## src/rtl/proc_pkg.sv

```systemverilog
// Shared types for the write-back stage and register file.
// Stage-register bundle carried from capture to commit.
package proc_pkg;

    localparam int DATA_W = 16;
    localparam int ADDR_W = 3;
    localparam int NREG   = 8;

    typedef logic [ADDR_W-1:0] reg_addr_t;
    typedef logic [DATA_W-1:0] word_t;

    typedef struct packed {
        logic      valid;
        reg_addr_t rd;
        word_t     data;
    } wb_stage_t;

endpackage

```

## src/rtl/regfile_read_port.sv

```systemverilog
// One register-file read port: bypass from the pending write, else the array.
// With WB_REG0_ZERO_EN defined, address 0 always reads as zero.
module regfile_read_port
    import proc_pkg::*;
(
    input  logic [ADDR_W-1:0] addr_i,
    input  logic [DATA_W-1:0] arr_data_i,
    input  logic              pend_v_i,
    input  logic [ADDR_W-1:0] pend_rd_i,
    input  logic [DATA_W-1:0] pend_data_i,
    output logic [DATA_W-1:0] data_o
);

    logic hit;

    assign hit = pend_v_i && (addr_i == pend_rd_i);

    // Select pending data on an address hit, otherwise the stored word.
    always_comb begin
        data_o = arr_data_i;
        if (hit) begin
            data_o = pend_data_i;
        end
`ifdef WB_REG0_ZERO_EN
        if (addr_i == '0) begin
            data_o = '0;
        end
`endif
    end

endmodule

```

## src/rtl/writeback_regfile.sv

```systemverilog
// Write-back pipeline register, 8-entry register array and retire counter.
// Optional WB_REG0_ZERO_EN makes register 0 read-only zero.
module writeback_regfile
    import proc_pkg::*;
#(
    parameter int CNT_W = 16
) (
    input  logic              clk,
    input  logic              reset,
    input  logic              wb_valid,
    input  logic [DATA_W-1:0] wb_data,
    input  logic [ADDR_W-1:0] wb_rd,
    input  logic [ADDR_W-1:0] rs1_addr,
    input  logic [ADDR_W-1:0] rs2_addr,
    output logic [DATA_W-1:0] r1_data,
    output logic [DATA_W-1:0] r2_data,
    output logic              wb_pending,
    output logic [CNT_W-1:0]  retire_cnt
);

    wb_stage_t        pend_q, pend_d;
    word_t            regs_q [NREG];
    logic [CNT_W-1:0] cnt_q;
    logic             commit_en;

`ifdef WB_REG0_ZERO_EN
    assign commit_en = pend_q.valid && (pend_q.rd != '0);
`else
    assign commit_en = pend_q.valid;
`endif

    // Next stage contents: capture a valid result, otherwise hold rd/data.
    always_comb begin
        pend_d       = pend_q;
        pend_d.valid = 1'b0;
        if (wb_valid) begin
            pend_d.valid = 1'b1;
            pend_d.rd    = wb_rd;
            pend_d.data  = wb_data;
        end
    end

    // Stage register, array commit and retire counter.
    always_ff @(posedge clk) begin
        if (reset) begin
            pend_q <= '0;
            cnt_q  <= '0;
            for (int i = 0; i < NREG; i++) begin
                regs_q[i] <= '0;
            end
        end else begin
            pend_q <= pend_d;
            if (commit_en) begin
                regs_q[pend_q.rd] <= pend_q.data;
            end
            if (pend_q.valid) begin
                cnt_q <= cnt_q + 1'b1;
            end
        end
    end

    regfile_read_port u_rp1 (
        .addr_i      (rs1_addr),
        .arr_data_i  (regs_q[rs1_addr]),
        .pend_v_i    (pend_q.valid),
        .pend_rd_i   (pend_q.rd),
        .pend_data_i (pend_q.data),
        .data_o      (r1_data)
    );

    regfile_read_port u_rp2 (
        .addr_i      (rs2_addr),
        .arr_data_i  (regs_q[rs2_addr]),
        .pend_v_i    (pend_q.valid),
        .pend_rd_i   (pend_q.rd),
        .pend_data_i (pend_q.data),
        .data_o      (r2_data)
    );

    assign wb_pending = pend_q.valid;
    assign retire_cnt = cnt_q;

endmodule

```

## config.mk

```make
export PLATFORM = sky130hd
export DESIGN_NAME = writeback_regfile
export DESIGN_NICKNAME = d
export VERILOG_FILES = /design/src/rtl/proc_pkg.sv /design/src/rtl/regfile_read_port.sv /design/src/rtl/writeback_regfile.sv
export SDC_FILE = /design/constraint.sdc
export NUM_CORES = 1
export LEC_CHECK = 0
export CAP_MARGIN = 20
export CORE_MARGIN = 2
export CORE_UTILIZATION = 54
export CTS_BUF_LIST = sky130_fd_sc_hd__clkbuf_8
export CTS_CLUSTER_SIZE = 28
export DETAILED_ROUTE_END_ITERATION = 7
export PLACE_DENSITY = 0.83
export RECOVER_POWER = 100
export SLEW_MARGIN = 20
export SYNTH_ARGS = -nofsm -noshare
export SYNTH_HDL_FRONTEND = slang
export SYNTH_HIERARCHICAL = 1
export SYNTH_SLANG_ARGS = --single-unit
```

## constraint.sdc

```tcl
create_clock -name clk -period 2.4 [get_ports clk]
set_clock_uncertainty 0.05 [all_clocks]
set_input_delay 0.48 -clock clk [delete_from_list [all_inputs] [get_ports clk]]
set_output_delay 0.48 -clock clk [all_outputs]
set_load 0.05 [all_outputs]
```

Word-level counts from Yosys, hierarchy flattened
Memory sizes are Yosys's and may differ from the RTL's. Cells that the tools add are included.

Bits in registers: 36. Memories kept: 1. Word-level logic and storage cells: 22. Memory bits (writable): 128. Bits of input ports: 28.

$add $sub $neg: 1. Reductions and logical operators: 3. Eq/ne operators: 2. Multiplexer cells: 11.

Memory list: regs_q (words 8, bits a word 16, rd ports 2, clocked after Yosys merged registers in 0, wr ports 8, line writeback_regfile.sv:22) `word_t regs_q [NREG];`.

Operators with widths (number): $mux W16 (3); $mux W20 (1); $add A16 B1 Y16 const B (1); $reduce_or A16 Y1 (1); $eq A3 B3 Y1 (2); $mux W1 (6); $mux W3 (1); $logic_and A1 B1 Y1 (2).

Depth between registers and ports, before layout
Gate-level depths: netlist of the first run.

Word-level depth: 5. Depth in mapped cells: 5.

Hierarchy
Netlist of the first run, hierarchy kept.

Modules (own cells, without submodules): writeback_regfile (seq. area each 4564.4 um^2, instances 1, cells each 549, area an instance 8234.1 um^2); regfile_read_port (seq. area each 0.0 um^2, instances 2, cells each 21, area an instance 276.5 um^2).

Least setup slack after synthesis of the first run
Ideal clock, no wire load.

Path type: input port to output port. From: input port rs1_addr[0]. To: output port r1_data[0]. Path slack: -0.092 ns. Arrival: 1.962 ns. Buffers on the path: 2. Stages on the path: 5. Cell sequence: buf_2 > buf_6 > mux4_2 > mux2_2 > mux2_2.

Longest elaborated chain between the ends: 3. Elaborated cells on any way between the ends: 4.

Ends and longest elaborated chain: start, declared (line writeback_regfile.sv:13) `input logic [ADDR_W-1:0] rs1_addr,`; parallel branches: the longest is 2 deep, another holds $mem_v2 Z8 W16; $mux W16 * (line regfile_read_port.sv:21) `if (hit) begin`; end, declared (line writeback_regfile.sv:15) `output logic [DATA_W-1:0] r1_data,`.

Every way passes the cells marked *.

==> results of run 1 <==
[kinds of logic after synthesis]
group,share of synthesized area (%)
buffers and inverters,2.634
adders and majority gates,0.1424
DFF,51.94
AOI/OAI and AO/OA,0.7974
xor gates and xnor gates,0.9968
and+or+nand+nor,15.11
muxes,28.38
[final timing paths]
| kind | endpoint | slack (ns) | startpoint |
|---|---|---|---|
| max | r1_data[4] | -0.22 | regs_q[6][4] |
| min | retire_cnt[5] | 0.47 | retire_cnt[5] |
| max reg2reg | retire_cnt[11] | -0.01 | wb_pending |
| min reg2reg | retire_cnt[5] | 0.47 | retire_cnt[5] |
[synth_stat cells, drive strengths merged]
cell type / n
mux2i: 20
nand3b: 1
or4: 4
xnor2: 7
nor2b: 6
or3: 2
mux4: 64
nor4: 7
and2: 128
o31ai: 4
o21ai: 2
nand4: 8
xor2: 3
nand2: 5
a21oi: 6
ha: 1
nand3: 4
or2: 8
nand2b: 1
dfxtp: 36
buf: 26
clkbuf: 12
mux2: 69
inv: 2
or3b: 2
nor2: 35
edfxtp: 128
[sequential cells by signal, summed over array words and instances (netlist names)]
name,flops
pend_q,19
wb_pending,1
retire_cnt,16
regs_q,128
[metal layers]
layer	global-route usage (%)	part of all wire, %
met1	31.05	37
met2	45.70	52
met3	4.668	7.4
met4	12.62	3.4
met5	0	0
[worst register-to-register path: cells and delay by family, from the launching register on]
kind	cells	cell delay (ns)
buf+inv	1	0.40
flops	1	0.49
mux	1	0.35
simple gates	2	1.02
[placed cells by master, fill, tap and decap left out, types with 18 or more instances in the layout]
cell and count:
edfxtp_1 128, and2_1 82, mux4_2 64, mux2_4 54
and2_0 46, dfxtp_1 35, nor2_1 31, clkdlybuf4s50_1 26
mux2i_1 20, buf_8 20, clkbuf_8 18
[timing repair]
action,in CTS,in global routing
gates resized for setup,72,26
hold buffers,0,0
gates cloned,6,0
setup endpoints to repair,32,32
buffers inserted,1,0
[area by class of cell]
class | count | area, um^2
well taps | 216 | 270.3
multi-input cells | 387 | 4138
clock inverters | 14 | 98.84
repair buffers | 110 | 1356
fillers | 1082 | 5201
inverters | 2 | 7.507
clock buffers | 18 | 247.7
flip-flops and latches | 164 | 4566
[power groups by stage]
stage,logic (mW),clock network [mW],registers (mW)
final,1.23,1.81,3.26
after global routing,1.27,1.91,3.28
after global placement,1.04,0,3.31
after detailed placement,1.06,0,3.32
after CTS,1.19,1.81,3.26
after floorplan,0.760,0,3.29
[stage by stage]
stage / area [um^2] / util (%) / total power, mW / setup slack (ns)
after floorplan: 8860 / - / 4.049 / 0.0002400
final: 10680 / 67.26 / 6.303 / -0.2204
after detailed placement: 9882 / 62.21 / 4.384 / -0.4608
after global routing: 10680 / 67.26 / 6.456 / -0.2617
after CTS: 10630 / 66.90 / 6.261 / -0.2193
after global placement: 9882 / 62.21 / 4.351 / -0.4424
==> reports/results.tsv, run 1 <==
stage	metric	value	unit
sta	finalCriticalPeriod	2.620	ns
hold_path	hold_depth	2	
pwr	switching_share	27.20	%
sta	setup_violations	33	
route	drtPass1Iterations	5	
setup_path	ff2ff_path_depth	4	
outcome	status	complete, but fails checks	
place	dp.cells	872	
clocking	cts.sinks	164	
yosys	synth_area_per_cell	14.87	um^2
sta	slew_headroom	2.979	%
place	gp_congestion	0.8045	
grt	globalRouteOverflowTotal	0	
sta	fin_crit_sh	109.2	%
yosys	ys_seq_elements	164	
yosys	synth_area_leaders	edfxtp_1, mux4_2, and2_1	
pwr	p_sw	1.714	mW
pwr	power_frac_comb	19.5	%
sta	fmax	0.3816	GHz
floorplanning	die_width	131.6	um
floorplanning	rows	46	
route	wl_per_cell	24.25	um
route	vias_per_cell	6.149	
layout	syn_to_final_growth	21.59	%
place	port_buffers	76	
clocking	clk_latency	0.46	ns
layout	insertedDiodeCount	0	
setup_path	critPathMaxFanout	2	
setup_path	cp.buffers_inverters	1	
setup_path	path_depth	4	
clocking	cts_buffers	17	
yosys	ys_seq_area_share	51.94	%
floorplanning	die-height	131.6	um
yosys	yosysTopAreaCell	edfxtp_1	
setup_path	cp-end-kind	output port	
setup_path	worstPathArrival	2.09	ns
route	drtAntennaViolNets	0	
floorplanning	ios	77	
clocking	cts_root_buf	clkbuf_8	
grt	grt_usage	26.04	%
sta	rsz0062_at_grt	true	
pwr	power_density	590.0	nW/um^2
outcome	violations	negative setup slack	
setup_path	cpMostUsedCell	mux2_4	
route	wl	22.10	mm
layout	fin_nets	711	
grt	grt_pass1_vias	5898	
layout	drive_above_1_share	36.26	%
sta	setup_ws	-0.2204	ns
pwr	vdd_drop_max	0.3590	mV
sta	tns	-5.867	ns
pwr	pwr-share-clk	28.8	%
setup_path	worstSetupPathType	flop to output port	
floorplanning	die_area	17310	um^2
floorplanning	start_util	55.32	%
setup_path	crit_path_top_delay_cell	mux4_2	
grt	grt_pass1_wl	33.31	mm
setup_path	cp_slowest_stage_delay	0.50	ns
yosys	synth_nets	620	
hold_path	hold_class	flop to flop	
yosys	yosys_warnings	6	
setup_path	path_cells	mux4_2 -> mux2_4 -> mux2_4 -> buf_6	
setup_path	cp.required	1.87	ns
place	hpwlAfterDp	13.64	mm
sta	final-max-slew-violation-count	0	
clocking	cts.clk_slew.worst_paths	0.08	ns
setup_path	critPathLaunchType	flop	
setup_path	crit_family	multiplexers	
yosys	synth_cell_types	39	
flow_run	drv_cap	0	
clocking	cts_tree	done	
grt	grt_max_degree	46	
layout	final_cells	911	
route	route.detailed.drc	0	
clocking	htreeDepth	4	
sta	worst_pin_slew	1.455	ns
yosys	netlist_instances	591	
floorplanning	coreArea	15890	um^2
route	num_vias	5602	
pwr	p_leak	4.102	nW
pwr	power.internal	4.589	mW
yosys	synth_top_area_share	43.74	%
sta	hold_violations	0	
yosys	synthesis.area	8787	um^2
grt	antenna_found_initial	0	
route	drtIter0Drc	663	
pwr	p_seq_share	51.8	%
clocking	cts_buffer_depth	2	
sta	whs	0.4693	ns
Note: power is estimated with default switching activity, not from simulation.
==> run 2, diff against run 1 <==
--- a/config.mk
+++ b/config.mk
@@ -9,11 +9,12 @@
 export CORE_MARGIN = 2
 export CORE_UTILIZATION = 54
 export CTS_BUF_LIST = sky130_fd_sc_hd__clkbuf_8
+export CTS_CLUSTER_DIAMETER = 120
 export CTS_CLUSTER_SIZE = 28
 export DETAILED_ROUTE_END_ITERATION = 7
 export PLACE_DENSITY = 0.83
 export RECOVER_POWER = 100
-export SLEW_MARGIN = 20
+export SLEW_MARGIN = 30
 export SYNTH_ARGS = -nofsm -noshare
 export SYNTH_HDL_FRONTEND = slang
 export SYNTH_HIERARCHICAL = 1
==> results of run 2 <==
No change in the layout: final DEF, timing and power equal those of run 1.
==> run 3, diff against run 2 <==
==> constraint.sdc (replaced) <==
create_clock -name clk -period 2.2 [get_ports clk]
set_clock_uncertainty 0.05 [all_clocks]
set_input_delay 0.44 -clock clk [delete_from_list [all_inputs] [get_ports clk]]
set_output_delay 0.44 -clock clk [all_outputs]
set_load 0.05 [all_outputs]
==> run 3 against run 2 <==
The flow still finishes with violations (negative setup slack). Register-to-register slack about the same. Core utilization down 0.85 points. Sequential cell count unchanged. Final cell count up 0.33%. Non-clock buffer count up 3. Largest cell class unchanged. Via count down 0.64%. Largest power group unchanged. Worst setup slack worse by 0.19 ns. Hold slack worse by 0.10 ns. Sequential power up 9.2%.
==> reports/results.tsv, run 3 (synthesized netlist as in run 1, its figures left out) <==
stage	metric	value	unit
outcome	status	complete, but fails checks	
outcome	violations	negative setup slack	
route	num_vias	5566	
route	drtIter0Drc	386	
floorplanning	die_area	17310	um^2
sta	hold_violations	0	
clocking	cts_buffers	17	
clocking	cts_tree	done	
route	vias_per_cell	6.090	
layout	syn_to_final_growth	20.05	%
setup_path	crit_family	multiplexers	
setup_path	cp.buffers_inverters	1	
layout	final_cells	914	
setup_path	critPathMaxFanout	2	
setup_path	ff2ff_setup_slack	-0.01	ns
grt	grt_usage	26.07	%
pwr	vdd_drop_max	0.6631	mV
pwr	total_power	7.163	mW
hold_path	hold_depth	3	
clocking	cts_setup_buffers	0	
pwr	p_leak	4.066	nW
layout	insertedDiodeCount	0	
route	drtPass1Iterations	5	
layout	most-common-layout-cells	edfxtp_1, and2_1, mux4_2	
setup_path	cp-end-kind	output port	
clocking	htreeDepth	4	
place	hpwlAfterDp	13.69	mm
route	route.detailed.drc	0	
floorplanning	rows	46	
route	wl	21.86	mm
setup_path	cp_slowest_stage_delay	0.51	ns
sta	slew_headroom	54.21	%
setup_path	path_cells	mux4_2 -> mux2_4 -> mux2_4 -> buf_8	
setup_path	crit_path_top_delay_cell	mux4_2	
setup_path	r2r-end	retire_cnt[11]	
pwr	power_density	679.0	nW/um^2
hold_path	min_from	reset	
layout	fillCellCount	1120	
place	gp_congestion	0.8149	
layout	registers.top_by_ff_count	regs_q	
hold_path	hold_class	input port to flop	
setup_path	path_depth	4	
layout	largest_register_ffs	128	
clocking	cts.sinks	164	
flow_run	drv_cap	0	
floorplanning	start_util	55.32	%
clocking	clk_latency	0.47	ns
setup_path	ff2ff_path_depth	4	
layout	drive_above_1_share	35.67	%
clocking	cts_buffer_depth	2	
floorplanning	ios	77	
sta	fmax	0.3826	GHz
hold_path	whs_endpoint	pend_q[17]	
setup_path	worstSetupPathType	flop to output port	
place	dp.cells	880	
floorplanning	coreArea	15890	um^2
floorplanning	die-height	131.6	um
clocking	cts_root_buf	clkbuf_8	
sta	setup_ws	-0.4139	ns
place	port_buffers	76	
grt	antenna_found_initial	0	
grt	globalRouteOverflowTotal	0	
setup_path	cpMostUsedCell	mux2_4	
route	wl_per_cell	23.92	um
sta	whs	0.3683	ns
grt	grt_pass1_wl	33.41	mm
layout	fin_nets	714	
grt	grt_max_degree	38	
setup_path	critPathLaunchType	flop	
sta	rsz0062_at_grt	true	
layout	fin_util	66.41	%
sta	setup_violations	34	
floorplanning	die_width	131.6	um
sta	final-max-slew-violation-count	0	
route	drtAntennaViolNets	0	
setup_path	worst_r2r_startpoint	wb_pending	
sta	finalCriticalPeriod	2.614	ns
setup_path	worstPathArrival	2.12	ns
layout	final_common_cell	edfxtp_1	
clocking	cts_hold_repair.buffers	0	
clocking	cts.clk_slew.worst_paths	0.08	ns
sta	worst_pin_slew	0.6868	ns
sta	fin_crit_sh	118.8	%
setup_path	cp.required	1.71	ns
grt	grt_pass1_vias	5883	
[run 3: cell types whose count changed in the layout (fill, tap and decap cells not counted), moves of 4 or more]
cell	before	now
buf_8	20	3
dlygate4sd3_1	10	1
buf_16	6	1
clkbuf_4	0	4
and2_0	46	50
dlygate4sd2_1	2	10
clkinv_2	6	2
buf_6	15	33
and2_1	82	78
[run 3: layout make-up]
class	instances	area (um^2)	area share, %
clock inverter	13	167.7	1.589
sequential	164	4564	43.27
timing repair buffer	113	1190	11.28
clock buffer	19	261.5	2.479
inverter	2	7.507	0.07117
tap	216	270.3	2.562
multi-input combinational	387	4088	38.75
[run 3: stage by stage]
| step | cell area, um^2 | setup WS (ns) | setup TNS (ns) |
|---|---|---|---|
| 6_report | 10550 | -0.4139 | -11.06 |
| 5_1_grt | 10550 | -0.4660 | -13.71 |
| 4_1_cts | 10710 | -0.3912 | -11.17 |
| 3_5_place_dp | 10060 | -0.6091 | -18.03 |
| 3_3_place_gp | 10060 | -0.5699 | -17.49 |
| 2_1_floorplan | 8932 | -0.04836 | -1.547 |
[run 3: worst reg2reg max path: stages, from the launching register on]
cell and delay [ns]:
dfxtp_1 0.48, buf_4 0.25, nand4_1 0.47, nor4_1 0.49, mux2_1 0.36
[run 3: repair_timing]
action / in CTS / in global routing
cloned: 2 / 0
pin swaps: 0 / 0
resized for setup: 62 / 10
setup endpoints to repair: 42 / 36
[run 3: worst max-delay path by stage]
stage	slack, ns	startpoint	to
CTS	-0.39	regs_q[2][4]	r2_data[4]
detailed placement	-0.61	rs2_addr[1]	r2_data[4]
global route	-0.47	regs_q[2][4]	r2_data[4]
global placement	-0.57	rs1_addr[1]	r1_data[4]
floorplan	-0.05	rs1_addr[0]	r1_data[10]
finish	-0.41	regs_q[3][4]	r2_data[4]
[run 3: routing by layer]
layer	up-vias	share of wire (%)	track usage [%]	wire [um]
met5	-	0	0	0
met4	0	3.4	12.92	740
met3	58	6.6	5.015	1442
met2	266	53	45.14	11480
met1	2819	38	31.23	8201
li1	2423	-	-	-
[run 3: power breakdown]
| group | switching, mW | internal, mW |
|---|---|---|
| registers | 0.112 | 3.44 |
| logic | 0.659 | 0.616 |
| clock network | 1.06 | 1.27 |
| total | 1.83 | 5.34 |
